### config.mk
export PLATFORM = sky130hd
export DESIGN_NAME = pc_unit
export DESIGN_NICKNAME = d
export VERILOG_FILES = /design/src/rtl/pc_pkg.sv /design/src/rtl/pc_ret_stack.sv /design/src/rtl/pc_unit.sv
export SDC_FILE = /design/constraint.sdc
export NUM_CORES = 1
export LEC_CHECK = 0
export ABC_AREA = 1
export CAP_MARGIN = 30
export CORE_ASPECT_RATIO = 0.8
export CORE_UTILIZATION = 40
export DETAILED_ROUTE_END_ITERATION = 7
export SETUP_SLACK_MARGIN = 0.02
export SLEW_MARGIN = 20
export SYNTH_ARGS = -nofsm -noshare
export SYNTH_HDL_FRONTEND = slang
export SYNTH_HIERARCHICAL = 1
export SYNTH_SLANG_ARGS = --single-unit
### constraint.sdc
create_clock -name clk -period 2.3 [get_ports clk]
set_input_delay 0.23 -clock clk [delete_from_list [all_inputs] [get_ports clk]]
set_output_delay 0.23 -clock clk [all_outputs]
set_load 0.01 [all_outputs]
### src/rtl/pc_pkg.sv
// Shared definitions for the program-counter unit: opcode width and encodings.
package pc_pkg;

    localparam int unsigned OP_W = 3;

    typedef enum logic [OP_W-1:0] {
        OP_HOLD   = 3'd0,
        OP_INC    = 3'd1,
        OP_LOAD   = 3'd2,
        OP_BRANCH = 3'd3,
        OP_CALL   = 3'd4,
        OP_RET    = 3'd5
    } pc_op_t;

endpackage

### src/rtl/pc_ret_stack.sv
// Return-address stack: circular buffer with top pointer and occupancy count.
// A push on a full stack overwrites the oldest entry; a pop on an empty stack
// leaves everything unchanged. Both cases raise a one-cycle registered err.
module pc_ret_stack #(
    parameter int unsigned WIDTH       = 20,
    parameter int unsigned STACK_DEPTH = 4
) (
    input  logic             clk,
    input  logic             rst_n,
    input  logic             push,
    input  logic             pop,
    input  logic [WIDTH-1:0] din,
    output logic [WIDTH-1:0] dout,
    output logic             empty,
    output logic             full,
    output logic             err
);

    localparam int unsigned PW = (STACK_DEPTH > 1) ? $clog2(STACK_DEPTH) : 1;
    localparam int unsigned CW = $clog2(STACK_DEPTH + 1);

    logic [WIDTH-1:0] r_mem [STACK_DEPTH];
    logic [PW-1:0]    r_top;
    logic [CW-1:0]    r_cnt;
    logic             r_err;

    logic [PW-1:0]    w_top_inc;
    logic [PW-1:0]    w_top_dec;
    logic             w_empty;
    logic             w_full;

    assign w_empty   = (r_cnt == '0);
    assign w_full    = (r_cnt == CW'(STACK_DEPTH));
    // Pointer wraps explicitly so non-power-of-two depths stay in range.
    assign w_top_inc = (r_top == PW'(STACK_DEPTH - 1)) ? '0 : r_top + PW'(1);
    assign w_top_dec = (r_top == '0) ? PW'(STACK_DEPTH - 1) : r_top - PW'(1);

    // Pointer, occupancy and error flag; overflow keeps the count saturated
    // while the pointer advances onto the oldest slot.
    always_ff @(posedge clk or negedge rst_n) begin
        if (!rst_n) begin
            r_top <= '0;
            r_cnt <= '0;
            r_err <= 1'b0;
        end else begin
            r_err <= (push & w_full) | (pop & w_empty);
            if (push) begin
                r_top <= w_top_inc;
                if (!w_full) begin
                    r_cnt <= r_cnt + CW'(1);
                end
            end else if (pop && !w_empty) begin
                r_top <= w_top_dec;
                r_cnt <= r_cnt - CW'(1);
            end
        end
    end

    // Entry storage; contents are don't-care after reset.
    always_ff @(posedge clk) begin
        if (push) begin
            r_mem[w_top_inc] <= din;
        end
    end

    assign dout  = r_mem[r_top];
    assign empty = w_empty;
    assign full  = w_full;
    assign err   = r_err;

endmodule

### src/rtl/pc_unit.sv
// Program counter: hold / increment / absolute load / relative branch /
// call and return through an internal return-address stack.
module pc_unit
    import pc_pkg::*;
#(
    parameter int unsigned     WIDTH       = 20,
    parameter int unsigned     STEP        = 1,
    parameter logic [WIDTH-1:0] RESET_VAL  = '0,
    parameter int unsigned     STACK_DEPTH = 4,
    parameter int unsigned     OFF_WIDTH   = 12
) (
    input  logic                 clk,
    input  logic                 rst_n,
    input  logic                 en,
    input  logic [OP_W-1:0]      op,
    input  logic [WIDTH-1:0]     target,
    input  logic [OFF_WIDTH-1:0] offset,
    output logic [WIDTH-1:0]     pc_out,
    output logic                 ret_empty,
    output logic                 ret_full,
    output logic                 stack_err
);

    logic [WIDTH-1:0]            r_pc;

    logic signed [OFF_WIDTH-1:0] w_off_s;
    logic [WIDTH-1:0]            w_off_ext;
    logic [WIDTH-1:0]            w_pc_step;
    logic [WIDTH-1:0]            w_pc_next;
    logic [WIDTH-1:0]            w_ret_addr;
    logic                        w_push;
    logic                        w_pop;
    logic                        w_empty;
    logic                        w_full;
    logic                        w_err;

    // Signed size cast sign-extends, and stays legal when OFF_WIDTH == WIDTH.
    assign w_off_s   = offset;
    assign w_off_ext = WIDTH'(w_off_s);
    assign w_pc_step = r_pc + WIDTH'(STEP);

    // Next-PC select and stack control; reserved opcodes fall to hold.
    always_comb begin
        w_pc_next = r_pc;
        w_push    = 1'b0;
        w_pop     = 1'b0;
        if (en) begin
            case (pc_op_t'(op))
                OP_INC:    w_pc_next = w_pc_step;
                OP_LOAD:   w_pc_next = target;
                OP_BRANCH: w_pc_next = r_pc + w_off_ext;
                OP_CALL: begin
                    w_push    = 1'b1;
                    w_pc_next = target;
                end
                OP_RET: begin
                    w_pop = 1'b1;
                    if (!w_empty) begin
                        w_pc_next = w_ret_addr;
                    end
                end
                default:   w_pc_next = r_pc;
            endcase
        end
    end

    // PC register.
    always_ff @(posedge clk or negedge rst_n) begin
        if (!rst_n) begin
            r_pc <= RESET_VAL;
        end else begin
            r_pc <= w_pc_next;
        end
    end

    pc_ret_stack #(
        .WIDTH       (WIDTH),
        .STACK_DEPTH (STACK_DEPTH)
    ) u_ret_stack (
        .clk   (clk),
        .rst_n (rst_n),
        .push  (w_push),
        .pop   (w_pop),
        .din   (w_pc_step),
        .dout  (w_ret_addr),
        .empty (w_empty),
        .full  (w_full),
        .err   (w_err)
    );

    assign pc_out    = r_pc;
    assign ret_empty = w_empty;
    assign ret_full  = w_full;
    assign stack_err = w_err;

endmodule

* After elaboration in Yosys (flattened, before gate mapping) *
Memories as Yosys holds them, arrays and structs flattened.
Cells that the tools add are included.

operators by class
  divide/modulo/power cells = 0
  mux-type cells = 15
  bitwise gates (word level) = 3
  reductions and logical operators = 9
  shift operators = 0
  $lt $le $gt $ge = 0
  add/sub/neg operators = 6
  eq/ne operators = 9
  multipliers = 0

operators by type and width
  operator               count
  $pmux 20 s4            1
  $add 20x1->20 const B  1
  $add 20x20->20         1
  $mux 20                1
  $eq 3x3->1 const B     3
  $mux 3                 3
  $mux 2                 4
  $eq 3x2->1 const B     2
  $mux 1                 6
  $ne 2x2->1 const B     2
  $reduce_bool 4->1      1
  $add 3x1->3 const B    1
  $eq 3x1->1 const B     1
  $logic_not 3->1        1
  $reduce_and 3->1       1
  $sub 3x1->3 const B    1
  $add 2x1->2 const B    1
  $and 1x1->1            2
  $eq 2x2->1 const B     1
  $logic_not 2->1        1
  $reduce_and 2->1       1
  $reduce_bool 2->1      1
  $reduce_or 2->1        1
  $sub 2x1->2 const B    1
  3 further kinds        3

storage, ports and cells
  bits in latches = 0
  logic and storage cells = 47
  memories = 1
  flip-flop bits (word level) = 26
  output and inout port bits = 23
  ROM bits = 0
  input bits = 38
  bits in writable memories = 80

memories
  memory             words  width  read ports  clocked after memory_dff  wr ports  RTL line            source
  u_ret_stack.r_mem  4      20     1           0                         1         pc_ret_stack.sv:22  logic [WIDTH-1:0] r_mem [STACK_DEPTH];

* Longest topological paths before layout *
Gate-level depths: netlist (run 1).

  depth in word-level cells = 6
  gate-level depth with buffers = 15
  depth with buffers taken out = 15

* Hierarchy *
Netlist (run 1), hierarchy kept.

modules (own cells, without submodules)
  module        instances  cells each  area each (µm²)
  pc_ret_stack  1          253         3357.0
  pc_unit       1          537         3030.4

* Worst setup path before layout (run 1) *
OpenSTA, ideal clock, no wires.

  path type = reg2reg
  from = register r_pc[0] (netlist: pc_out[0])
  to = register r_pc[16] (netlist: pc_out[16])
  path slack = 0.245 ns
  arrival = 1.938 ns
  library setup time = 0.116 ns
  cell stages (with the launch flop) = 16
  cells stage by stage = dfrtp_1 > ha_1 > inv_1 > fa_1 > inv_1 > nand3_1 > nand3_1 > nand3_1 > nand2_1 > nand3_1 > nand2_1 > nand2_1 > nand3_1 > nand2_1 > nand2_1 > nand2_1

between the ends
  longest elaborated chain between the ends = 2
  elaborated cells between the ends (all ways) = 3

ends and longest elaborated chain
  element                                          RTL line                      source
  start: declaration                               pc_unit.sv:24                 logic [WIDTH-1:0] r_pc;
  start signal: assignment                         pc_unit.sv:72                 r_pc <= w_pc_next;
  $add 20x20->20 or $add 20x1->20 (tied branches)  pc_unit.sv:51, pc_unit.sv:40
  $pmux 20 s4 *                                    pc_unit.sv:48                 case (pc_op_t'(op))

Mark *: on every way between the ends. The rest lies on a longest branch, timed or not.
A chain may end at the register's enable or synchronous reset.

* Final worst setup path (run 1) *
  from = register r_pc[2] (netlist: pc_out[2])
  to = register r_pc[13] (netlist: pc_out[13])

Same word-level chain as after synthesis.

==> run metrics, run 1 <==
global-route wire length before repair=28.5 mm; WP data arrival=2.35 ns; Max-Cap Viols=0; n_diodes=0; Largest stage delay, worst path=0.48 ns; largest net degree at the start of global routing=44; Placement Rows=40; Final Setup Violations=0; via/cell ratio=5.25; Clock Sinks=106; drt drc=0; Post-Syn Area=6390 µm²; Setup WS pre-CTS=-0.0748 ns; Synth Warn #=6; Placed Cells=1088; Routability Congestion=0.946; Area Growth Syn to Fin=23.2%; via count=5801; pwr dens=1010 nW/µm²; R2R cell count=12; Rel. slew slack=0.586; most common cell after layout, fill and taps aside=nand2_1; element type at the critical path end=flip-flop; WL per Instance=16.9 µm; Initial DRC Count=591; Routed WL=18.6 mm; Tmin final=2.10 ns; Syn Nets=854; most used cell along the critical path=nand2_1; Core Box Area=15300 µm²; num ports=61; Root Buffer=clkbuf_16; Worst Setup Start Kind=flip-flop; WP data required=2.55 ns; Num CTS Buffers=9; final worst slack=0.198 ns; Overflow after GRT=0; All-Layer GR Usage=0.232; die width=143 µm; Worst Hold Class=in -> async; Seq/Total Area, Yosys=0.478; flops & latches, synth=106; Die Y=115 µm; Starting Density=0.417; Worst R2R Setup Slack=0.20 ns; DPL Wire Length=13.9 mm; launch point of the worst reg-to-reg path=pc_out[2]$_DFFE_PN0P_; vias in the first global route=5334; most frequent cells in the layout=nand2_1 (220), nor2_1 (82), inv_1 (80), edfxtp_1 (80), clkdlybuf4s50_1 (60); # nets final=953; CP max FO=6; Leakage=3.43 nW; Largest delay share family, worst path=simple AND/OR/NAND/NOR gates; post-route insts no fill=1104; die footprint=16500 µm²; # port buffers=60; Post-Syn Instances=790; drt pass-1 iters=5; TritonCTS clock tree=done; clk buf depth=2; antenna viol nets, final=0; Setup Skew=0.0118 ns; Crit path buffers/inverters=0; Final Slew Violations=0; initial antenna violation count=0; H-Tree Depth=3; Max IR drop VDD=0.402 mV; setup tns final=0 ns; fin util=0.514; Clock Latency Late Sink=0.35 ns; Final Hold Viols=0; critical-path cell list=ha_1, nand2_1, nor2_1, nor2_1, o21ai_1, nand2_1, nand2_1, nand2_1, nand2_1, o21ai_1, nand2_1, nand2_1; CTS clk-pin slew, worst paths=0.08 ns; setup repair after global routing missed its margin=no; Fin Hold WS=0.261 ns; crit path kind=reg -> reg; RR Endpoint=pc_out[13]$_DFFE_PN0P_; Max Freq=0.476 GHz; Synth Area per Inst=8.09 µm²; Critical-path top delay cell=dfrtp_1; critical path startpoint=pc_out[2]$_DFFE_PN0P_; synth unique cells=36; worst slew pin tran=0.620 ns; share of cells above drive strength 1=0.112; status=complete, no violations; Final period util=0.914
[cell families (layout without fill, tap and decap cells)]
group / after synthesis / count (layout) / synth area share
xor+xnor: 11 / 11 / 0.0151
simple gates: 394 / 394 / 0.261
flops: 106 / 106 / 0.478
compound gates: 134 / 134 / 0.118
fa+ha+maj: 26 / 26 / 0.0533
buf+inv: 119 / 223 / 0.0740
[flip-flops by register name, indices dropped and copies added, names as in the netlist]
signal / cells
u_ret_stack/r_cnt: 3
u_ret_stack/r_top: 2
pc_out: 20
u_ret_stack/err: 1
u_ret_stack/r_mem: 80
[cells in the mapped netlist (all sizes together)]
cell type	number	share of area
nor3	15	0.013
clkinv	1	0.00059
o311ai	1	0.0014
a221oi	9	0.012
or2	2	0.0020
clkbuf	5	0.0029
dfrtp	26	0.10
o211ai	1	0.0012
a22oi	1	0.0012
nand4	7	0.0069
a22o	2	0.0027
inv	96	0.056
nor4	1	0.00098
o21bai	2	0.0023
o22ai	22	0.022
a21oi	27	0.021
xnor2	2	0.0027
a211oi	1	0.0012
buf	17	0.014
o21ai	68	0.053
nand2	226	0.13
nand3b	6	0.0071
ha	24	0.047
nand3	49	0.040
edfxtp	80	0.38
nor2	88	0.056
fa	2	0.0063
xor2	9	0.012
[routing by layer]
layer,vias up,part of all wire,track usage
li1,2847,-,-
met1,2759,0.48,0.334
met2,179,0.44,0.360
met3,16,0.067,0.0458
met4,0,0.012,0.0567
met5,-,0,0
[metrics by stage]
step	power (mW)	area (µm²)
after floorplan	4.95	6390
after global placement	6.33	7570
after detailed placement	6.42	7570
after CTS	7.93	7860
after global routing	8.48	7870
final	7.95	7870
[worst max path at each step]
| stage | depth (start not counted) | slack [ns] | end |
|---|---|---|---|
| 4_1_cts | 12 | 0.17 | pc_out[16]$_DFFE_PN0P_ |
| 3_3_place_gp | 16 | -0.05 | pc_out[16]$_DFFE_PN0P_ |
| 6_report | 12 | 0.20 | pc_out[13]$_DFFE_PN0P_ |
| 3_5_place_dp | 16 | -0.07 | pc_out[16]$_DFFE_PN0P_ |
| 5_1_grt | 15 | 0.05 | pc_out[14]$_DFFE_PN0P_ |
| 2_1_floorplan | 15 | 0.25 | pc_out[16]$_DFFE_PN0P_ |
[repair_timing]
item                       4_1_cts  5_1_grt
setup buffers                    0        0
setup endpoints to repair        0        3
gates resized for setup          0        3
hold buffers                     0        0
[cell type report]
type | count | area [µm²]
clock inverter | 7 | 67.6
timing repair buffer | 110 | 1030
multi-input combinational | 565 | 2870
clock buffer | 9 | 225
fill | 1469 | 7450
inverter | 97 | 364
sequential | 106 | 3050
tap | 210 | 263
[power by group]
part	internal (mW)	total, mW	switching (mW)
combinational	1.45	3.83	2.38
sequential	2.42	2.61	0.190
clock	0.764	1.51	0.744
total	4.63	7.95	3.32
(Power assumes the default switching activity.)
==> run 2, diff against run 1 <==
- SKIP_CTS_REPAIR_TIMING: not set -> 1
- clock period: 2.3 -> 1.72 ns (I/O delays scaled with it)
==> run metrics, run 2 (synthesized netlist as in run 1, its figures left out) <==
status=finished, violations left; failing checks=setup timing; n_diodes=0; drt pass-1 iters=5; clk buf depth=2; Clock power frac=0.161; Area Growth Syn to Fin=48.9%; H-Tree Depth=3; Clock Sinks=106; pwr dens=1350 nW/µm²; die width=143 µm; Combinational Power Share=0.559; most frequent cells in the layout=nand2_1 (192), buf_4 (147), edfxtp_1 (80); Clock Latency Late Sink=0.35 ns; Power Internal=7.72 mW; Setup Skew=0.00735 ns; design area=9510 µm²; initial antenna violation count=0; Root Buffer=clkbuf_16; Post-DP Area=8660 µm²; critical-path cell list=ha_4, inv_2, fa_2, inv_2, nand3_2, nand3_2, buf_4, buf_4, nand2_1, nand2_1, o211ai_1, a21oi_1, o21ai_1; Max IR drop VDD=0.596 mV; Final Slew Violations=0; Max Freq=0.518 GHz; Tmin final=1.93 ns; Routability Congestion=0.966; share of cells above drive strength 1=0.328; Core Box Area=15300 µm²; antenna viol nets, final=0; drt drc=0; WP data required=2.00 ns; Initial DRC Count=477; final worst slack=-0.212 ns; DPL Wire Length=15.7 mm; Sw Share=0.399; num ports=61; # nets final=1070; vias in the first global route=5978; setup repair after global routing missed its margin=yes; WL per Instance=17.0 µm; All-Layer GR Usage=0.259; # port buffers=60; via count=6265; Reg with most FFs=u_ret_stack/r_mem; NetSw=5.13 mW; Placed Cells=1195; Largest stage delay, worst path=0.44 ns; die footprint=16500 µm²; via/cell ratio=5.13; element type at the critical path end=flip-flop; Overflow after GRT=0; worst slew pin tran=0.436 ns; max FFs per register=80; Starting Density=0.417; largest net degree at the start of global routing=27; Final period util=1.12; post-route insts no fill=1221; global-route wire length before repair=31.5 mm; Rel. slew slack=0.710; most common cell after layout, fill and taps aside=nand2_1; crit path kind=reg -> reg; TritonCTS clock tree=done; setup tns final=-2.93 ns; Max-Cap Viols=0; Final Setup Violations=35; Final Hold Viols=0; WP data arrival=2.21 ns; Routed WL=20.8 mm; power share of the sequential group=0.280; Critical-path top delay cell=dfrtp_2; Placement Rows=40; Num CTS Buffers=9; Die Y=115 µm; Worst Setup Start Kind=flip-flop; Worst Hold Class=in -> async; Leakage=4.22 nW; CTS clk-pin slew, worst paths=0.07 ns; CP max FO=3
==> run 2: power by group through the flow <==
stage | Clock (mW) | Combinational (mW) | Sequential, mW
floorplan | 0 | 3.12 | 3.70
global placement | 0 | 6.22 | 3.59
detailed placement | 0 | 6.36 | 3.59
CTS | 2.09 | 6.39 | 3.55
global route | 2.20 | 7.81 | 3.61
finish | 2.07 | 7.18 | 3.59
==> run 2: final timing paths <==
kind,from,endpoint,slack [ns],depth (start not counted)
max in group asynchronous,rst_n,pc_out[11]$_DFFE_PN0P_,1.16,2
setup reg to reg,pc_out[0]$_DFFE_PN0P_,pc_out[4]$_DFFE_PN0P_,-0.21,13
hold / removal,rst_n,u_ret_stack/err$_DFF_PN0_,0.23,2
min in group clk,target[1],pc_out[1]$_DFFE_PN0P_,0.50,3
setup / recovery,pc_out[0]$_DFFE_PN0P_,pc_out[4]$_DFFE_PN0P_,-0.21,13
hold reg to reg,u_ret_stack/r_cnt[2]$_DFFE_PN0P_,u_ret_stack/r_cnt[2]$_DFFE_PN0P_,0.60,2
==> run 2: metal layers <==
metal / wire length [µm] / share of wire / GRT usage
met5: 0 / 0 / 0
met4: 371 / 0.018 / 0.0809
met3: 1270 / 0.061 / 0.0379
met2: 9460 / 0.46 / 0.413
met1: 9670 / 0.47 / 0.364
==> run 2: cell type report <==
| type | count | area [µm²] |
|---|---|---|
| tap | 210 | 263 |
| clock inverter | 6 | 65.1 |
| fill | 1308 | 5810 |
| inverter | 97 | 367 |
| timing repair buffer | 227 | 2070 |
| sequential | 106 | 3070 |
| multi-input combinational | 565 | 3450 |
| clock buffer | 10 | 229 |
==> run 2: worst max-delay path: cells and delay by family, from the launching register on <==
family	cells	cell delay, ns
and+or+nand+nor	4	0.26
adders and majority gates	2	0.37
buffers and inverters	4	0.37
DFF	1	0.44
AOI/OAI and AO/OA	3	0.41
==> run 2: metrics by stage <==
stage	hold slack, ns	util	total power [mW]	setup slack [ns]
final	0.227	0.621	12.8	-0.212
after global routing	0.261	0.621	13.6	-0.316
after CTS	0.236	0.585	12.0	-0.362
after detailed placement	0.573	0.566	9.95	-0.611
after global placement	0.540	0.566	9.82	-0.510
after floorplan	-0.124	-	6.82	-0.102
==> run 3, diff against run 2 <==
- CAP_MARGIN: 30 -> 20
- CORE_UTILIZATION: 40 -> 52
- PLACE_DENSITY: not set -> 0.76
==> run metrics, run 3 (synthesized netlist as in run 1, its figures left out) <==
Die Y=101 µm; most frequent cells in the layout=nand2_1 (183), buf_4 (148), edfxtp_1 (80); worst slew pin tran=0.424 ns; via/cell ratio=6.05; antenna viol nets, final=0; largest net degree at the start of global routing=44; DPL Wire Length=15.0 mm; Final period util=1.23; Core Box Area=11700 µm²; Placement Rows=35; vias in the first global route=6324; Clock Sinks=106; Starting Density=0.544; Rel. slew slack=0.717; fin util=0.830; Num CTS Buffers=9; max FFs per register=80; Combinational Power Share=0.578; # port buffers=60; Overflow after GRT=0; initial antenna violation count=0; Max IR drop VDD=1.09 mV; CTS clk-pin slew, worst paths=0.08 ns; die footprint=12700 µm²; WP data arrival=2.39 ns; WP data required=2.00 ns; die width=126 µm; CP max FO=3; most common cell after layout, fill and taps aside=nand2_1; drt pass-1 iters=5; Clock power frac=0.165; power share of the sequential group=0.257; Final Setup Violations=58; All-Layer GR Usage=0.334; Final Hold Viols=0; Clock Latency Late Sink=0.35 ns; Routed WL=23.9 mm; element type at the critical path end=flip-flop; setup tns final=-5.74 ns; Max-Cap Viols=0; Initial DRC Count=986; n_diodes=0; Power Internal=8.18 mW; Final Slew Violations=0; share of cells above drive strength 1=0.360; Tmin final=2.11 ns; num ports=61; WL per Instance=20.4 µm; Post-DP Area=8480 µm²; Max Freq=0.473 GHz; drt drc=0; Fin Hold WS=0.216 ns; crit path kind=reg -> reg; Leakage=4.33 nW; Area Growth Syn to Fin=52.5%; final worst slack=-0.394 ns; NetSw=5.85 mW; failing checks=setup timing; Setup Skew=0.0122 ns; Sw Share=0.417; # nets final=1079; H-Tree Depth=3; Reg with most FFs=u_ret_stack/r_mem; status=finished, violations left; via count=7066; design area=9740 µm²; TritonCTS clock tree=done; Worst Hold Class=in -> async; global-route wire length before repair=32.1 mm; Root Buffer=clkbuf_16; pwr dens=1440 nW/µm²; Worst Setup Start Kind=flip-flop; clk buf depth=2; Routability Congestion=0.925; setup repair after global routing missed its margin=yes
==> run 3: cell count changes in the layout (fill, tap and decap cells not counted), sizes merged <==
| cell | delta |
|---|---|
| dlymetal6s2s | -1 |
| clkdlybuf4s50 | -1 |
| buf | +9 |
| inv | -3 |
| clkinv | +1 |
| clkinvlp | +3 |
| bufinv | +1 |
==> run 3: cell type report <==
| type | count | area, µm² |
|---|---|---|
| clock buffers | 9 | 225 |
| clock inverters | 7 | 110 |
| fillers | 632 | 2000 |
| inverters | 97 | 383 |
| multi-input cells | 565 | 3640 |
| flip-flops and latches | 106 | 3070 |
| well taps | 148 | 185 |
| repair buffers | 235 | 2120 |
| repair inverters | 1 | 5.00 |
==> run 3: worst paths after layout <==
kind / end / depth (start not counted) / from / slack (ns)
max reg2reg: pc_out[4]$_DFFE_PN0P_ / 13 / pc_out[0]$_DFFE_PN0P_ / -0.39
max: pc_out[4]$_DFFE_PN0P_ / 13 / pc_out[0]$_DFFE_PN0P_ / -0.39
min: u_ret_stack/r_top[1]$_DFFE_PN0P_ / 2 / rst_n / 0.22
max in group asynchronous: pc_out[11]$_DFFE_PN0P_ / 2 / rst_n / 1.16
min in group clk: pc_out[1]$_DFFE_PN0P_ / 3 / target[1] / 0.50
min reg2reg: u_ret_stack/r_cnt[0]$_DFFE_PN0P_ / 2 / u_ret_stack/r_cnt[0]$_DFFE_PN0P_ / 0.56
==> run 3: per-layer routing <==
layer  GRT usage  routed length, µm
met3      0.0671               2430
met4       0.126                922
met5           0                  0
met2       0.560              11400
met1       0.434               9140
==> run 3: metrics by stage <==
step	power, mW	setup WS, ns	cells
floorplan	6.82	-0.102	790
global placement	9.56	-0.394	1122
detailed placement	9.78	-0.483	1122
CTS	12.1	-0.261	1138
global route	14.6	-0.451	1168
finish	14.0	-0.394	1168
==> run 3: critical path, cell delays in order, from the launching register on <==
cell and delay [ns]:
dfrtp_2 0.44, ha_4 0.17, inv_2 0.08, fa_2 0.25, inv_4 0.06, nand3_2 0.06, nand3_2 0.11, buf_4 0.16
buf_4 0.13, nand2_1 0.09, nand2_1 0.07, o211ai_1 0.20, a21oi_1 0.08, o21ai_1 0.14
==> run 3: power by group through the flow <==
stage                     clock (mW)  sequential [mW]  combinational (mW)
after global placement             0             3.57                6.00
after CTS                       2.32             3.53                6.29
after global routing            2.43             3.62                8.57
after detailed placement           0             3.58                6.20
final                           2.32             3.60                8.11
after floorplan                    0             3.70                3.12
